[src/rtl/ram8_write_bank.sv]
// Burst write bank: steers handshaked data beats into eight storage words, wrapping modulo 8.
// Optional macro RAM8WB_READBACK_EN adds rd_addr/rd_data through the 8-way read mux.

`ifdef RAM8WB_READBACK_EN
module ram8_read_mux #(
  parameter int WIDTH = 16
) (
  input  logic [8*WIDTH-1:0] d,
  input  logic [2:0]         sel,
  output logic [WIDTH-1:0]   y
);
  logic [WIDTH-1:0] words [8];

  for (genvar i = 0; i < 8; i++) begin : g_unpack
    assign words[i] = d[i*WIDTH +: WIDTH];
  end

  assign y = words[sel];
endmodule
`endif

module ram8_write_bank #(
  parameter int WIDTH  = 16,
  parameter int NWORDS = 8
) (
  input  logic                 clk,
  input  logic                 rst_n,
  input  logic                 cmd_valid,
  output logic                 cmd_ready,
  input  logic [2:0]           cmd_addr,
  input  logic [2:0]           cmd_len,
  input  logic                 wr_valid,
  output logic                 wr_ready,
  input  logic [WIDTH-1:0]     wr_data,
  input  logic                 clr,
  output logic                 done,
  output logic                 busy,
  output logic [7:0]           written,
  output logic [8*WIDTH-1:0]   q
`ifdef RAM8WB_READBACK_EN
  ,
  input  logic [2:0]           rd_addr,
  output logic [WIDTH-1:0]     rd_data
`endif
);

  typedef enum logic {
    IDLE = 1'b0,
    DATA = 1'b1
  } state_t;

  state_t           state;
  state_t           state_nxt;
  logic [2:0]       ptr;
  logic [2:0]       remaining;
  logic [WIDTH-1:0] mem [NWORDS];
  logic             cmd_fire;
  logic             beat_fire;
  logic             last_beat;

  // Handshakes use the registered state directly so no path loops through the ready outputs.
  assign cmd_fire  = cmd_valid & (state == IDLE);
  assign beat_fire = wr_valid & (state == DATA);
  assign last_beat = beat_fire & (remaining == 3'd0);

  always_comb begin
    state_nxt = state;
    cmd_ready = 1'b0;
    wr_ready  = 1'b0;
    busy      = 1'b0;
    case (state)
      IDLE: begin
        cmd_ready = 1'b1;
        if (cmd_fire) state_nxt = DATA;
      end
      DATA: begin
        wr_ready = 1'b1;
        busy     = 1'b1;
        if (last_beat) state_nxt = IDLE;
      end
      default: state_nxt = IDLE;
    endcase
    if (clr) state_nxt = IDLE;
  end

  always_ff @(posedge clk or negedge rst_n) begin
    if (!rst_n) begin
      state     <= IDLE;
      ptr       <= 3'd0;
      remaining <= 3'd0;
      done      <= 1'b0;
    end else begin
      state <= state_nxt;
      // A cleared burst is abandoned, so it never reports completion.
      done  <= last_beat & ~clr;
      if (clr) begin
        ptr       <= 3'd0;
        remaining <= 3'd0;
      end else if (cmd_fire) begin
        ptr       <= cmd_addr;
        remaining <= cmd_len;
      end else if (beat_fire) begin
        ptr <= ptr + 3'd1;
        if (remaining != 3'd0) remaining <= remaining - 3'd1;
      end
    end
  end

  always_ff @(posedge clk or negedge rst_n) begin
    if (!rst_n) begin
      for (int i = 0; i < NWORDS; i++) mem[i] <= '0;
      written <= 8'h00;
    end else if (clr) begin
      for (int i = 0; i < NWORDS; i++) mem[i] <= '0;
      written <= 8'h00;
    end else if (beat_fire) begin
      mem[ptr]     <= wr_data;
      written[ptr] <= 1'b1;
    end
  end

  for (genvar i = 0; i < NWORDS; i++) begin : g_q
    assign q[i*WIDTH +: WIDTH] = mem[i];
  end

`ifdef RAM8WB_READBACK_EN
  ram8_read_mux #(
    .WIDTH(WIDTH)
  ) u_rd_mux (
    .d  (q),
    .sel(rd_addr),
    .y  (rd_data)
  );
`endif

endmodule
[config.mk]
export PLATFORM = sky130hd
export DESIGN_NAME = ram8_write_bank
export DESIGN_NICKNAME = d
export VERILOG_FILES = /design/src/rtl/ram8_write_bank.sv
export SDC_FILE = /design/constraint.sdc
export NUM_CORES = 1
export LEC_CHECK = 0
export CORE_ASPECT_RATIO = 0.9
export CORE_UTILIZATION = 44
export CTS_CLUSTER_DIAMETER = 40
export DETAILED_ROUTE_END_ITERATION = 8
export PLACE_DENSITY = 0.77
export SYNTH_ARGS = -nofsm -noshare
export SYNTH_HDL_FRONTEND = slang
export SYNTH_HIERARCHICAL = 1
export SYNTH_SLANG_ARGS = --single-unit
[constraint.sdc]
create_clock -name clk -period 1.49 [get_ports clk]
set_input_delay 0.298 -clock clk [delete_from_list [all_inputs] [get_ports clk]]
set_output_delay 0.298 -clock clk [all_outputs]
set_load 0.02 [all_outputs]
==> results.yml <==
run_status:
  status: "complete, but fails checks"
  violations: "setup timing"
placed_design:
  dp.cells: 870
  post-dp-hpwl_um: 11080
  pre_cts_ws_ns: -0.3682
  gp_congestion: 0.7894
  port_buffers: 166
floorplanning:
  rows: 41
  die_area_mm2: 0.01514
  ios: 167
  start_util: 0.4554
  dieHeight_um: 116.8
  die_w_um: 129.6
  core_mm2: 0.01416
timing:
  rsz0062_at_grt: "yes"
  timing.hold.ws_ns: 0.3621
  final_hold_viol_count: 0
  finalSetupViolations: 1
  relSlewSlack: 0.6814
  fin_crit_sh: 1.024
  max_freq_ghz: 0.6552
  worst_pin_slew_ns: 0.4779
  skew_ns: 0.007370
  final_max_slew_viol_count: 0
  fin_crit_ns: 1.526
  fin_ws_ns: -0.03625
grt:
  grt-busiest-layer: "met2"
  grt_pass1_wl_um: 25300
  grtUsageTotal: 0.2267
  grt_use_met3: 0.07273
  antenna_found_initial: 0
  first_global_vias: 4700
  met2_usage: 0.3668
  overflow: 0
  grt_max_degree: 73
  use_met1: 0.2899
synth:
  syn_avg_cell_area_um2: 12.14
  synth_xor_area_frac: 0.004075
  synth_seq_cells: 144
  yosysWarningCount: 6
  synth_cells: 531
  syn_nets: 561
  muxShareOfSynthArea: 0.1987
  synth_fa_ha_area_frac: 0.005822
  synth_compound_area_frac: 0.01533
  synth_cell_types: 29
  syn_area_mm2: 0.006447
  synth_top_family_by_area: "multiplexers"
  synth-simple-area-share: 0.1725
  ys_seq_area_frac: 0.5589
route:
  drc: 0
  wl_per_cell_um: 17.95
  num_vias: 4505
  wl_um: 16300
  vias_per_cell: 4.961
  firstDrtPassIters: 4
  dr.first_iter.drc_count: 191
  detail-route-antenna-nets: 0
worst_setup_path:
  crit_family: "flip-flops"
  max_stage_delay_ns: 0.38
  crit_arrival_ns: 1.83
  crit_required_ns: 1.80
  crit_type: "reg2reg"
  critPathMaxFanout: 4
  cp.depth: 6
  endpoint_kind: "flip-flop"
  crit_buf_inv: 1
  startpoint: "remaining[0]"
  cp-endpoint: "remaining[1]"
  r2r_start: "remaining[0]"
  start_kind: "flip-flop"
  critPathSlowestCell: "dfrtp_1"
  cp_common_cell: "ha_4"
  ff2ff_path_depth: 6
  cp_cell_sequence: "inv_2, ha_4, ha_4, and3b_2, nor3_2, a2111oi_2"
  r2r_setup_slack_ns: -0.04
  r2r-end: "remaining[1]"
clocking:
  cts_tree: "yes"
  root_buffer: "clkbuf_16"
  cts_buffer_depth: 2
  clk_pin_slew_ns: 0.06
  cts_sinks: 144
  cts_buffers: 17
  insertion_delay_ns: 0.42
  htree_levels: 4
worst_hold_path:
  hold_class: "in2reg"
final_layout:
  area_growth_pct: 40.15
  nets: 732
  antenna_cells: 0
  final-instance-count-excl-fill: 908
  drive_gt1_frac: 0.1231
  n_fill_cell: 1140
power:
  p_leak_uw: 0.005222
  cellPowerDensity_mw_per_mm2: 1026
  vdd_ir_drop_max_v: 0.0007702
flow_run:
  max-cap-violations: 0
-- sequential cells by signal (all words and copies together), names as in the netlist --
signal,count
ptr,3
q,128
written,8
state,1
remaining,3
done,1
-- logic make-up after synthesis --
family	count (synthesis)
DFF	144
xor gates and xnor gates	3
adders and majority gates	3
muxes	128
and+or+nand+nor	183
AOI/OAI and AO/OA	16
buffers and inverters	54
-- report_power, final --
part | internal (uW) | total [uW] | switching (uW)
Combinational | 358 | 788 | 430
Sequential | 3970 | 4020 | 46.9
Clock | 2840 | 4470 | 1630
Total | 7170 | 9270 | 2100
-- cell usage after synthesis --
master	count	area [um^2]
nand2b_1	146	913.4
dfrtp_1	144	3603
mux2i_1	128	1281
clkbuf_1	22	82.58
nor2_1	12	45.04
a21oi_1	10	50.05
buf_1	8	30.03
buf_6	8	90.09
inv_1	6	22.52
nand2_1	6	22.52
buf_2	5	25.02
buf_4	5	37.54
nand2_2	5	31.28
a211oi_1	3	22.52
ha_1	3	37.54
and2_1	2	12.51
and2b_1	2	15.01
and3b_1	2	17.52
nand3_1	2	10.01
nand3_2	2	20.02
xor2_1	2	17.52
a2111oi_0	1	8.760
a311oi_1	1	8.760
and3_1	1	6.260
nor2b_1	1	6.260
nor3_1	1	5.000
nor3b_1	1	7.510
o221ai_1	1	8.760
xnor2_1	1	8.760
-- layout by cell type (no fill, tap or decap), types with 2 or more instances in the layout --
cell type        count
clkinv_2             5
clkdlybuf4s15_1     16
clkbuf_16           17
buf_12              14
nand3_1              2
a211oi_1             2
mux2i_1            128
dfrtp_1            143
a21oi_1             10
nand2_2              5
and2_1               2
bufinv_16            3
nand2b_1           146
buf_6                2
nand3_2              2
and3b_2              2
inv_1                5
buf_4               20
clkdlybuf4s50_1     24
dlygate4sd2_1      121
nand2_1              6
nor2_1              12
xor2_1               2
ha_4                 2
clkbuf_8             5
-- layer usage --
layer / part of all wire / wire length, um / vias to the layer above
li1: - / - / 2087
met2: 0.47 / 7632 / 148
met3: 0.071 / 1155 / 22
met5: 0 / 0 / -
met4: 0.014 / 221 / 0
met1: 0.45 / 7292 / 2248
-- repair_timing --
action | 4_1_cts | 5_1_grt
hold buffers | 1 | 0
setup endpoints to repair | 150 | 54
gates resized for setup | 155 | 23
hold endpoints to repair | 144 | 0
setup buffers | 1 | 4
pin swaps | 2 | 3
-- how the worst min path moves through the flow --
stage                    to  slack, ns  startpoint  cells after the start
2_1_floorplan          done      0.002       rst_n                      0
3_3_place_gp          q[40]       0.29       rst_n                      2
3_5_place_dp          q[40]       0.29       rst_n                      2
4_1_cts        remaining[0]       0.35         clr                      3
5_1_grt        remaining[0]       0.38         clr                      3
6_report       remaining[0]       0.36         clr                      3
-- metrics by stage --
stage	setup TNS [ns]	power [uW]	cell area, um^2	utilization
after floorplan	0	4463	6465	-
after global placement	-34.75	4832	8472	0.5984
after detailed placement	-38.18	4854	8472	0.5984
after CTS	-0.1100	9327	8974	0.6338
after global routing	-0.09001	9585	9036	0.6382
final	-0.03625	9272	9036	0.6382
-- area by class of cell --
type                       count  area [um^2]  area share
clock buffer                  22        494.2     0.05469
sequential                   144         3605      0.3989
multi-input combinational    333         2603      0.2880
timing repair buffer         200         1939      0.2146
inverter                       6        22.52    0.002492
tap                          193        241.5     0.02672
clock inverter                10        131.4     0.01454
-- worst reg2reg max path: stages, from the launching register on --
cell,delay (ns)
dfrtp_1,0.38
inv_2,0.06
ha_4,0.16
ha_4,0.15
and3b_2,0.30
nor3_2,0.06
a2111oi_2,0.30
Power figures use the tool's default switching activity.
